<file path="src/rtl/mips_regfile_sb_pkg.sv">
// Shared defaults for the register file / scoreboard slice; widths follow mips_16_defs.v.
package mips_regfile_sb_pkg;
  localparam int DATA_W_DEF   = 16;
  localparam int NUM_REGS_DEF = 8;
  localparam int NUM_RD_DEF   = 2;
  localparam int MAX_PEND_DEF = 3;
  localparam int AW_DEF       = $clog2(NUM_REGS_DEF);
  localparam int PEND_W_DEF   = $clog2(MAX_PEND_DEF + 1);

  typedef logic [PEND_W_DEF-1:0] pend_t;
endpackage

</file>
<file path="src/rtl/mips_regfile_sb_if.sv">
// Decode/writeback bus of the register file: read ports, issue, writeback, stall.
interface mips_regfile_sb_if #(
  parameter int DATA_W   = 16,
  parameter int NUM_REGS = 8,
  parameter int NUM_RD   = 2
);
  localparam int AW = $clog2(NUM_REGS);

  logic [NUM_RD-1:0][AW-1:0]     reg_read_addr;
  logic [NUM_RD-1:0]             rd_check_en;
  logic [NUM_RD-1:0][DATA_W-1:0] reg_read_data;
  logic                          issue_valid;
  logic [AW-1:0]                 issue_dest;
  logic                          reg_write_en;
  logic [AW-1:0]                 reg_write_dest;
  logic [DATA_W-1:0]             reg_write_data;
  logic                          flush;
  logic                          pipeline_stall_n;
  logic                          pending_any;

  modport master (
    output reg_read_addr, rd_check_en, issue_valid, issue_dest,
           reg_write_en, reg_write_dest, reg_write_data, flush,
    input  reg_read_data, pipeline_stall_n, pending_any
  );

  modport slave (
    input  reg_read_addr, rd_check_en, issue_valid, issue_dest,
           reg_write_en, reg_write_dest, reg_write_data, flush,
    output reg_read_data, pipeline_stall_n, pending_any
  );
endinterface

</file>
<file path="src/rtl/mips_regfile_sb_pend.sv">
// Per-register outstanding-write counters; pending_any is registered alongside them.
module mips_pend_scoreboard
  import mips_regfile_sb_pkg::*;
#(
  parameter int NUM_REGS = NUM_REGS_DEF,
  parameter int MAX_PEND = MAX_PEND_DEF,
  parameter int AW       = $clog2(NUM_REGS),
  parameter int PW       = $clog2(MAX_PEND + 1)
) (
  input  logic                         clk,
  input  logic                         rst,
  input  logic                         issue_acc,
  input  logic [AW-1:0]                issue_dest,
  input  logic                         retire,
  input  logic [AW-1:0]                retire_dest,
  input  logic                         flush,
  output logic [NUM_REGS-1:0][PW-1:0]  pend,
  output logic                         pending_any
);
  logic [NUM_REGS-1:0][PW-1:0] pend_nxt;
  logic                        any_nxt;

  always_comb begin
    pend_nxt = pend;
    any_nxt  = 1'b0;
    for (int r = 1; r < NUM_REGS; r++) begin
      if (flush) begin
        pend_nxt[r] = '0;
      end else if (issue_acc && issue_dest == AW'(r)) begin
        // A matching retire in the same cycle cancels the increment.
        if (!(retire && retire_dest == AW'(r)) && pend[r] != PW'(MAX_PEND))
          pend_nxt[r] = pend[r] + PW'(1);
      end else if (retire && retire_dest == AW'(r) && pend[r] != '0) begin
        pend_nxt[r] = pend[r] - PW'(1);
      end
      any_nxt = any_nxt | (pend_nxt[r] != '0);
    end
  end

  always_ff @(posedge clk or negedge rst) begin
    if (!rst) begin
      pend        <= '0;
      pending_any <= 1'b0;
    end else begin
      pend        <= pend_nxt;
      pending_any <= any_nxt;
    end
  end
endmodule

</file>
<file path="src/rtl/mips_regfile_sb.sv">
// Register file with write-pending scoreboard and decode stall generation.
// Optional REGFILE_BYPASS_EN forwards same-cycle writeback data and retire credit.
module mips_regfile_sb
  import mips_regfile_sb_pkg::*;
#(
  parameter int DATA_W   = DATA_W_DEF,
  parameter int NUM_REGS = NUM_REGS_DEF,
  parameter int NUM_RD   = NUM_RD_DEF,
  parameter int MAX_PEND = MAX_PEND_DEF
) (
  input logic         clk,
  input logic         rst,
  mips_regfile_sb_if.slave bus
);
  localparam int AW = $clog2(NUM_REGS);
  localparam int PW = $clog2(MAX_PEND + 1);

  logic [DATA_W-1:0]           regs [NUM_REGS];
  logic [NUM_REGS-1:0][PW-1:0] pend;
  logic                        issue_acc;
  logic                        hazard;
  logic                        sat;

  always_ff @(posedge clk or negedge rst) begin
    if (!rst) begin
      for (int r = 0; r < NUM_REGS; r++) regs[r] <= '0;
    end else if (bus.reg_write_en && bus.reg_write_dest != '0) begin
      regs[bus.reg_write_dest] <= bus.reg_write_data;
    end
  end

  always_comb begin
    for (int i = 0; i < NUM_RD; i++) begin
      bus.reg_read_data[i] = '0;
      if (bus.reg_read_addr[i] != '0) begin
        bus.reg_read_data[i] = regs[bus.reg_read_addr[i]];
`ifdef REGFILE_BYPASS_EN
        if (rst && bus.reg_write_en && bus.reg_write_dest == bus.reg_read_addr[i])
          bus.reg_read_data[i] = bus.reg_write_data;
`endif
      end
    end
  end

  always_comb begin
    hazard = 1'b0;
    for (int i = 0; i < NUM_RD; i++) begin
      logic [PW-1:0] eff;
      eff = pend[bus.reg_read_addr[i]];
`ifdef REGFILE_BYPASS_EN
      // Retiring this cycle releases one outstanding write early.
      if (bus.reg_write_en && bus.reg_write_dest == bus.reg_read_addr[i] && eff != '0)
        eff = eff - PW'(1);
`endif
      if (bus.rd_check_en[i] && bus.reg_read_addr[i] != '0 && eff != '0)
        hazard = 1'b1;
    end
    sat = bus.issue_valid && pend[bus.issue_dest] == PW'(MAX_PEND);
    bus.pipeline_stall_n = !(hazard || sat);
  end

  assign issue_acc = bus.issue_valid && bus.pipeline_stall_n;

  mips_pend_scoreboard #(
    .NUM_REGS (NUM_REGS),
    .MAX_PEND (MAX_PEND),
    .AW       (AW),
    .PW       (PW)
  ) u_pend (
    .clk         (clk),
    .rst         (rst),
    .issue_acc   (issue_acc),
    .issue_dest  (bus.issue_dest),
    .retire      (bus.reg_write_en),
    .retire_dest (bus.reg_write_dest),
    .flush       (bus.flush),
    .pend        (pend),
    .pending_any (bus.pending_any)
  );
endmodule

</file>
<file path="src/flat_wrapper.sv">
// flat-port wrapper written by rule: the top's interface ports become plain ports
module mips_regfile_sb_flat import mips_regfile_sb_pkg::*;
#(
  parameter int DATA_W   = DATA_W_DEF,
  parameter int NUM_REGS = NUM_REGS_DEF,
  parameter int NUM_RD   = NUM_RD_DEF,
  parameter int MAX_PEND = MAX_PEND_DEF
)
  (clk, rst, bus_reg_read_addr, bus_rd_check_en, bus_issue_valid, bus_issue_dest, bus_reg_write_en, bus_reg_write_dest, bus_reg_write_data, bus_flush, bus_reg_read_data, bus_pipeline_stall_n, bus_pending_any);
  mips_regfile_sb_if #(.DATA_W(DATA_W), .NUM_REGS(NUM_REGS), .NUM_RD(NUM_RD)) bus_i ();
  input logic clk;
  input logic rst;
  input wire logic [$bits(bus_i.reg_read_addr)-1:0] bus_reg_read_addr;
  input wire logic [$bits(bus_i.rd_check_en)-1:0] bus_rd_check_en;
  input wire logic [$bits(bus_i.issue_valid)-1:0] bus_issue_valid;
  input wire logic [$bits(bus_i.issue_dest)-1:0] bus_issue_dest;
  input wire logic [$bits(bus_i.reg_write_en)-1:0] bus_reg_write_en;
  input wire logic [$bits(bus_i.reg_write_dest)-1:0] bus_reg_write_dest;
  input wire logic [$bits(bus_i.reg_write_data)-1:0] bus_reg_write_data;
  input wire logic [$bits(bus_i.flush)-1:0] bus_flush;
  output wire logic [$bits(bus_i.reg_read_data)-1:0] bus_reg_read_data;
  output wire logic [$bits(bus_i.pipeline_stall_n)-1:0] bus_pipeline_stall_n;
  output wire logic [$bits(bus_i.pending_any)-1:0] bus_pending_any;
  assign bus_i.reg_read_addr = bus_reg_read_addr;
  assign bus_i.rd_check_en = bus_rd_check_en;
  assign bus_i.issue_valid = bus_issue_valid;
  assign bus_i.issue_dest = bus_issue_dest;
  assign bus_i.reg_write_en = bus_reg_write_en;
  assign bus_i.reg_write_dest = bus_reg_write_dest;
  assign bus_i.reg_write_data = bus_reg_write_data;
  assign bus_i.flush = bus_flush;
  assign bus_reg_read_data = bus_i.reg_read_data;
  assign bus_pipeline_stall_n = bus_i.pipeline_stall_n;
  assign bus_pending_any = bus_i.pending_any;
  mips_regfile_sb #(.DATA_W(DATA_W), .NUM_REGS(NUM_REGS), .NUM_RD(NUM_RD), .MAX_PEND(MAX_PEND)) u_core (.clk(clk), .rst(rst), .bus(bus_i));
endmodule
</file>
<file path="config.mk">
export PLATFORM = sky130hd
export DESIGN_NAME = mips_regfile_sb_flat
export DESIGN_NICKNAME = d
export VERILOG_FILES = /design/src/rtl/mips_regfile_sb_pkg.sv /design/src/rtl/mips_regfile_sb_if.sv /design/src/rtl/mips_regfile_sb_pend.sv /design/src/rtl/mips_regfile_sb.sv /design/src/flat_wrapper.sv
export SDC_FILE = /design/constraint.sdc
export NUM_CORES = 1
export LEC_CHECK = 0
export ABC_AREA = 1
export CAP_MARGIN = 40
export CORE_MARGIN = 10
export CORE_UTILIZATION = 40
export CTS_CLUSTER_DIAMETER = 40
export DETAILED_ROUTE_END_ITERATION = 16
export HOLD_SLACK_MARGIN = 0.06
export PLACE_DENSITY = 0.61
export SLEW_MARGIN = 20
export SYNTH_ARGS = -nofsm -noshare
export SYNTH_HDL_FRONTEND = slang
export SYNTH_SLANG_ARGS = --single-unit
</file>
<file path="constraint.sdc">
create_clock -name clk -period 2.6 [get_ports clk]
set_input_delay 0.26 -clock clk [delete_from_list [all_inputs] [get_ports clk]]
set_output_delay 0.26 -clock clk [all_outputs]
set_load 0.02 [all_outputs]
</file>
# == After elaboration in Yosys (flattened, before gate mapping) ==
# Cells that the tools add are included.
# word_totals
ff_bits,143
in_bits,35
elab_cells,179
# op_classes
n_addsub,14
order_cmp,7
n_eq_ne,22
n_mux,47
n_bitwise,9
n_reduce_logical,64
# ops
operator,count
$bwmux 128,1
$mux 16,7
$bmux 16 s3,2
$mux 2,31
$demux 16 s3,1
$logic_and 1x1->1,36
$reduce_bool 2->1,16
$eq 3x3->1 const B,8
$bmux 2 s3,3
$add 2x1->2 const B,7
$ne 2x2->1 const B,7
$sub 2x1->2 const B,7
$eq 3x2->1 const B,4
$ge 4x4->1 const B,3
$lt 3x4->1 const B,3
$not 3->4,3
$reduce_bool 3->1,3
$logic_not 1->1,8
$eq 3x1->1 const B,2
$or 1x1->1,6
$lt 4x1->1 const B,1
$eq 2x2->1 const B,1
$mux 1,2
$logic_or 1x1->1,1

# == Logic depth before layout (Yosys ltp) ==
# Gate-level depths: netlist of run 1.
# depth
depth_word,19
ltp_mapped,18

# == Hierarchy ==
# A second synthesis of run 1 with hierarchy kept.
# hier_totals
cells_unflattened,1211
hier_area_um2,8709.6
# modules_own_cells
module,n_inst,cells_each,area_each_um2,seq_area_each_um2
mips_regfile_sb,1,949,7150.6,3203.1
mips_pend_scoreboard,1,262,1559.0,375.4

# == Worst setup path after synthesis of run 1 ==
# No wires, ideal clock.
# synth_path
kind,input -> output
startpoint,input bus_reg_read_addr[4]
endpoint,output bus_reg_read_data[22]
arrival_ps,1843
setup_slack_ps,497
cell_stages,8
path_buffers,3
cell_sequence,buf_2 nor2_1 clkbuf_1 inv_1 buf_1 o22ai_1 a21oi_1 o21ai_0
# synth_via
elab_chain_len,5
# synth_rtl
item,line_no,rtl
"start, declared",flat_wrapper.sv:13,input wire logic [$bits(bus_i.reg_read_addr)-1:0] bus_reg_read_addr;
$not 3->4 (not written as such),mips_regfile_sb.sv:36,bus.reg_read_data[i] = regs[bus.reg_read_addr[i]];
$bmux 16 s3,mips_regfile_sb.sv:36,
$mux 16 (not written as such) (2 in a row),mips_regfile_sb.sv:36,
$mux 16 (*),mips_regfile_sb.sv:35,if (bus.reg_read_addr[i] != '0) begin
"end, declared",flat_wrapper.sv:21,output wire logic [$bits(bus_i.reg_read_data)-1:0] bus_reg_read_data;
# Every way passes the cells marked *; elsewhere a longest branch is shown, timed or not. The select of a mux whose other input is x is not followed.

# == Worst setup path after layout of run 1 ==
# layout_path
startpoint,input bus_reg_read_addr[1]
endpoint,output bus_reg_read_data[15]
# Same word-level chain as after synthesis.

==> run_results.csv, run 1 <==
group,metric,value,unit
cts,cts_tree,"done",
synth,synth_flop_cell,"dfrtp_1",
timing,maxSlewHeadroom,70.0,%
timing,tightest_slew,0.450,ns
detailed_routing,drt_iter0_drc,737,
grt,met1_usage,26.2,%
cts,root_buffer,"clkbuf_16",
cts,clock_sinks,143,
placement,port_buffers,68,
layout,area_delta_synth_final,23.2,%
placement,place_inst,1448,
job,max_cap_violations,0,
synth,synth_cell_types,29,
power,power.density,655,mW/mm²
layout,drive_gt1_share,10.1,%
setup_path,rrSetupSlack,0.36,ns
cts,h-tree-depth,4,
synth,ys_seq_area_share,43.5,%
die,rows,52,
detailed_routing,antenna_left,0,
cts,cts_buffer_depth,2,
synth,syn_nets,1170,
grt,grt_util_met2,31.4,%
synth,syn_area_per_cell,7.34,µm²
power,ir_drop,0.528,mV
cts,numCtsBuffers,17,
placement,gp_congestion,0.892,
timing,setup_violations,0,
cts,clk_pin_slew_worst_paths,0.06,ns
status,status,"complete, no violations",
grt,grt_busiest_layer,"met2",
grt,antenna_found_initial,0,
die,die_x,163,µm
synth,ys_ff_latch,143,
synth,synthTopCellsByArea,"dfrtp_1 (43%), o21ai_0 (13%), nand2_1 (12%), inv_1 (7.1%), a21oi_1 (3.8%)",
layout,nets,1247,
timing,min_period,2.51,ns
timing,finalCritPeriodShare,96.4,%
placement,hpwl,17900,µm
layout,diodes,0,
timing,max_freq,399,MHz
detailed_routing,wl_per_cell,17.7,µm
synth,yosys_warnings,0,
detailed_routing,vias,7920,
power,leakagePower,5.09,nW
die,start_util,40.7,%
synth,synthCells,1121,
detailed_routing,via_per_inst,5.35,
synth,synth_top_area_share,43.5,%
setup_path,path_max_fanout,11,
synth,synth-edff-count,0,
detailed_routing,first_pass_iters,6,
timing,hold_violations,0,
die,pin_count,69,
setup_path,critPathArrivalTime,2.25,ns
die,coreArea,0.0202,mm²
grt,grt_pass1_vias,7550,
setup_path,worst-setup-path-type,"input pin to output port",
synth,synthTopCellsByCount,"nand2_1 (258), o21ai_0 (221), inv_1 (156)",
grt,gr-usage-met3,3.70,%
synth,yosysMostFrequentCell,"nand2_1",
detailed_routing,wl,26200,µm
grt,gr-usage-all-layers,19.9,%
grt,gr-total-overflow,0,
setup_path,crit_path_end_kind,"output port",
synth,synth_top_area_cell,"dfrtp_1",
detailed_routing,remaining_drc_errors,0,
setup_path,startpoint_type,"input pin",
timing,rsz0062_at_grt,"false",
cts,clk_latency,0.43,ns
die,die_area,0.0267,mm²
timing,skew,0.00327,ns
synth,synth_area,0.00823,mm²
die,die_h,163,µm
setup_path,cp_data_required_time,2.34,ns
power,finalPower,6.64,mW
layout,fin_cells,1480,
min_path,hp-class,"input pin to asynchronous set/reset pin",
grt,grt_max_degree,57,
grt,grt_first_pass_wirelength,42000,µm
synth,async_flop_share,100,%
timing,final_max_slew_viol_count,0,
[final cells by class]
cell class / instances / area, µm²
inverters: 160 / 601
multi-input cells: 737 / 3730
well taps: 270 / 338
flip-flops and latches: 143 / 3580
clock inverters: 13 / 115
clock buffers: 18 / 439
fillers: 1996 / 10100
repair buffers: 139 / 1330
[layer usage]
metal | vias to the layer above | routed length, µm
li1 | 3858 | -
met1 | 3712 | 11700
met2 | 289 | 12100
met3 | 61 | 1550
met4 | 0 | 828
met5 | - | 0
[flip-flops by register name (all words and copies together) (netlist names)]
name / flops
u_core.u_pend.pend: 14
u_core.regs: 128
u_core.u_pend.pending_any: 1
[critical path, cell delays in order]
cell	delay (ns)
clkdlybuf4s50_1	0.52
inv_1	0.10
buf_4	0.20
a21oi_1	0.12
o21ai_0	0.10
nand3_1	0.09
nand2_1	0.05
a31oi_1	0.15
clkdlybuf4s50_1	0.63
[what timing repair did]
item                                    4_1_cts  5_1_grt
hold buffers                                  1        0
gates resized for setup                      22       13
buffers inserted                              0        0
pin swaps                                     0        0
endpoints found under the setup margin       27       12
cloned                                        0        0
hold endpoints to repair                     43        0
[kinds of logic (layout without fill, tap and decap cells)]
family | count (synthesis) | count (layout) | synth area share, %
AOI/OAI and AO/OA | 354 | 354 | 23.8
xor gates and xnor gates | 14 | 14 | 1.49
adders and majority gates | 14 | 14 | 2.13
buffers and inverters | 241 | 330 | 11.3
DFF | 143 | 143 | 43.5
and+or+nand+nor | 355 | 355 | 17.8
[where the power goes]
part | leakage (nW) | switching, mW | internal, mW
clock | 0.264 | 1.00 | 1.33
combinational | 3.00 | 0.927 | 0.598
sequential | 1.83 | 0.204 | 2.57
total | 5.09 | 2.14 | 4.51
[worst paths after layout]
kind,from,end,depth (start not counted)
worst max-delay path,bus_reg_read_addr[1],bus_reg_read_data[15],9
worst min-delay path,rst,u_core.regs[68]$_DFFE_PN0P_,2
worst max register to register,u_core.u_pend.pend[3]$_DFF_PN0_,u_core.u_pend.pending_any$_DFF_PN0_,13
worst min register to register,u_core.regs[112]$_DFFE_PN0P_,u_core.regs[112]$_DFFE_PN0P_,0
max in group asynchronous,rst,u_core.regs[117]$_DFFE_PN0P_,3
min in group clk,u_core.regs[112]$_DFFE_PN0P_,u_core.regs[112]$_DFFE_PN0P_,0
[layout by cell type (no fill, tap or decap), drive strengths merged]
| master | Yosys | final |
|---|---|---|
| xor2 | 14 | 14 |
| o22ai | 23 | 23 |
| dlymetal6s2s | 0 | 11 |
| a32oi | 1 | 1 |
| nor3 | 3 | 3 |
| a31oi | 3 | 3 |
| bufinv | 0 | 1 |
| inv | 158 | 160 |
| o21ai | 222 | 222 |
| clkinv | 2 | 8 |
| clkinvlp | 0 | 4 |
| a21oi | 63 | 63 |
| nand2 | 258 | 258 |
| ha | 14 | 14 |
| o221ai | 22 | 22 |
| nand3 | 43 | 43 |
| a22oi | 7 | 7 |
| a221oi | 13 | 13 |
| buf | 16 | 73 |
| dfrtp | 143 | 143 |
| clkbuf | 65 | 19 |
| dlygate4sd3 | 0 | 1 |
| or2 | 8 | 8 |
| nand4 | 12 | 12 |
| nor2 | 31 | 31 |
| dlygate4sd2 | 0 | 19 |
| clkdlybuf4s50 | 0 | 34 |
[through the flow]
stage | TNS [ns] | instance area, µm² | util [%] | setup WS, ns | hold WS (ns)
after CTS | 0 | 10100 | 50.0 | 0.00463 | 0.347
final | 0 | 10100 | 50.1 | 0.0938 | 0.333
after detailed placement | -1.63 | 9570 | 47.3 | -0.135 | 0.226
after global routing | 0 | 10100 | 50.1 | 0.000479 | 0.386
after floorplan | 0 | 8230 | - | 0.497 | -0.0356
after global placement | -1.22 | 9570 | 47.3 | -0.124 | 0.227
No activity file was read; power rests on OpenSTA's default activity.
==> run 2: changes to the inputs <==
--- a/config.mk
+++ b/config.mk
@@ -13,6 +13,7 @@
 export DETAILED_ROUTE_END_ITERATION = 16
 export HOLD_SLACK_MARGIN = 0.06
 export PLACE_DENSITY = 0.61
+export REMOVE_ABC_BUFFERS = 1
 export SLEW_MARGIN = 20
 export SYNTH_ARGS = -nofsm -noshare
 export SYNTH_HDL_FRONTEND = slang
==> run 2 against run 1 <==
Compared with the run above: sequential share of layout area down 0.16 points; fmax up 1.4%; global-route usage down 0.14 points; sequential power about the same; design area up 0.47%; first-iteration DRC count up 3.1%; cell count up 1.0%; wire length down 0.17%; critical endpoint is now bus_reg_read_data[16]; power up 1.1%.
==> run_results.csv, run 2 (same netlist as run 1, synthesis figures left out) <==
group,metric,value,unit
detailed_routing,vias,7902,
layout,nets,1261,
timing,finalCritPeriodShare,95.1,%
setup_path,cp_data_required_time,2.34,ns
placement,place_area,0.00963,mm²
setup_path,cp_top_family,"buffers and inverters",
power,ir_drop,0.337,mV
cts,clk_latency,0.42,ns
layout,area_delta_synth_final,23.8,%
setup_path,cpPeakStageDelay,0.52,ns
setup_path,cp_num_buf_inv,5,
placement,hpwl,18400,µm
layout,final-seq-area,0.00358,mm²
die,die_h,163,µm
timing,skew,0.00644,ns
power,power.density,659,mW/mm²
layout,top_regs,"u_core.regs: 128 flops, u_core.u_pend.pend: 14 flops, u_core.u_pend.pending_any: 1 flops",
timing,fin_ws,0.128,ns
timing,hold_violations,0,
detailed_routing,first_pass_iters,6,
timing,final_max_slew_viol_count,0,
cts,h-tree-depth,4,
power,finalPower,6.71,mW
job,max_cap_violations,0,
setup_path,startpoint_type,"input pin",
grt,grt_busiest_layer,"met2",
die,start_util,40.7,%
setup_path,r2r-start,"u_core.u_pend.pend[6]$_DFF_PN0_",
grt,grt_first_pass_wirelength,42000,µm
min_path,worstHoldStart,"u_core.regs[121]$_DFFE_PN0P_",
setup_path,crit_slowest_cell,"clkdlybuf4s50_1",
layout,top_register,"u_core.regs",
cts,cts_buffer_depth,2,
detailed_routing,antenna_left,0,
min_path,hp-class,"flop to flop",
setup_path,startpoint,"bus_reg_read_addr[4]",
detailed_routing,remaining_drc_errors,0,
cts,clock_sinks,143,
timing,min_period,2.47,ns
cts,numCtsBuffers,17,
grt,grt_max_degree,64,
setup_path,worst-setup-path-type,"input pin to output port",
grt,antenna_found_initial,0,
grt,gr-usage-all-layers,19.8,%
timing,tns,0,ns
timing,maxSlewHeadroom,58.6,%
setup_path,critical_path.cell_chain,"clkdlybuf4s50_1 -> buf_4 -> nor2_1 -> inv_1 -> buf_4 -> o22ai_1 -> a21oi_1 -> o21ai_0 -> dlygate4sd2_1",
detailed_routing,wl_per_cell,17.5,µm
placement,port_buffers,68,
layout,design_area,0.0102,mm²
setup_path,crit_path_end_kind,"output port",
grt,gr-total-overflow,0,
placement,place_ws,-0.220,ns
cts,cts_tree,"done",
status,status,"complete, no violations",
timing,tightest_slew,0.621,ns
grt,met1_usage,26.2,%
die,pin_count,69,
layout,largest_register_ffs,128,
layout,drive_gt1_share,10.6,%
layout,fill_cells,1994,
timing,max_freq,405,MHz
setup_path,critPathArrivalTime,2.21,ns
timing,rsz0062_at_grt,"false",
grt,grt_pass1_vias,7740,
setup_path,path_max_fanout,8,
detailed_routing,wl,26100,µm
layout,multi_input_area,0.00374,mm²
die,die_x,163,µm
die,coreArea,0.0202,mm²
detailed_routing,via_per_inst,5.29,
placement,gp_congestion,0.873,
grt,gr-usage-met3,4.30,%
detailed_routing,drt_iter0_drc,760,
setup_path,critPathMostFrequentCell,"buf_4",
layout,diodes,0,
die,die_area,0.0267,mm²
cts,clk_pin_slew_worst_paths,0.06,ns
cts,post_cts_buffers,0,
layout,final_common_cell,"nand2_1",
layout,final_core_util,50.3,%
timing,setup_violations,0,
grt,grt_util_met2,31.7,%
cts,root_buffer,"clkbuf_16",
power,leakagePower,5.05,nW
die,rows,52,
layout,layout_common_cells,"nand2_1 (258), o21ai_0 (221), inv_1 (156), dfrtp_1 (143), buf_4 (78)",
==> run 2: cell count changes in the layout (fill, tap and decap cells not counted), sizes merged, moves of 2 or more <==
cell,before,now
dlymetal6s2s,11,2
clkbuf,19,28
buf,73,87
inv,160,158
clkinvlp,4,1
clkinv,8,4
clkdlybuf4s50,34,32
dlygate4sd2,19,30
==> run 2: routing by layer <==
metal	share of wire (%)	routed length [µm]
met1	44	11600
met2	47	12400
met3	6.7	1740
met4	1.7	447
met5	0	0
==> run 2: worst paths after layout <==
kind,endpoint,slack [ns],depth (start not counted)
worst max register to register,u_core.u_pend.pending_any$_DFF_PN0_,0.37,13
max in group asynchronous,u_core.regs[79]$_DFFE_PN0P_,1.41,3
worst max-delay path,bus_reg_read_data[16],0.13,9
min in group asynchronous,u_core.regs[120]$_DFFE_PN0P_,0.41,2
worst min register to register,u_core.regs[121]$_DFFE_PN0P_,0.37,0
worst min-delay path,u_core.regs[121]$_DFFE_PN0P_,0.37,0
==> run 2: where the power goes <==
part | leakage (nW) | switching, mW | total, mW | internal [mW]
logic | 2.95 | 0.915 | 1.49 | 0.578
registers | 1.83 | 0.205 | 2.78 | 2.58
clock network | 0.282 | 0.927 | 2.44 | 1.51
total | 5.05 | 2.05 | 6.71 | 4.67
==> run 2: through the flow <==
step,hold slack (ns),instances
global placement,0.304,1462
detailed placement,0.305,1462
finish,0.374,1495
floorplan,-0.0356,1040
global route,0.384,1495
CTS,0.378,1495
==> run 2: final cells by class <==
type / count / share of cell area, %
timing repair buffer: 153 / 13.3
tap: 270 / 3.32
clock inverter: 5 / 0.762
clock buffer: 27 / 4.94
inverter: 160 / 5.90
sequential: 143 / 35.1
multi-input combinational: 737 / 36.7
==> run 2: worst reg2reg max path: cells and delay by family (launching register included) <==
kind	cells	cell delay (ns)
buffers and inverters	1	0.21
AOI/OAI and AO/OA	1	0.09
and+or+nand+nor	11	1.35
DFF	1	0.45
==> run 2: what timing repair did <==
action,CTS,global route
hold endpoints to repair,59,0
resized for setup,32,4
endpoints found under the setup margin,31,3
hold buffers,1,0
==> run 3: changes to the inputs <==
--- a/config.mk
+++ b/config.mk
@@ -6,6 +6,7 @@
 export NUM_CORES = 1
 export LEC_CHECK = 0
 export ABC_AREA = 1
+export ABC_CLOCK_PERIOD_IN_PS = 2600
 export CAP_MARGIN = 40
 export CORE_MARGIN = 10
 export CORE_UTILIZATION = 40
==> results of run 3 <==
Final layout, timing and power as in run 2 (identical DEF).
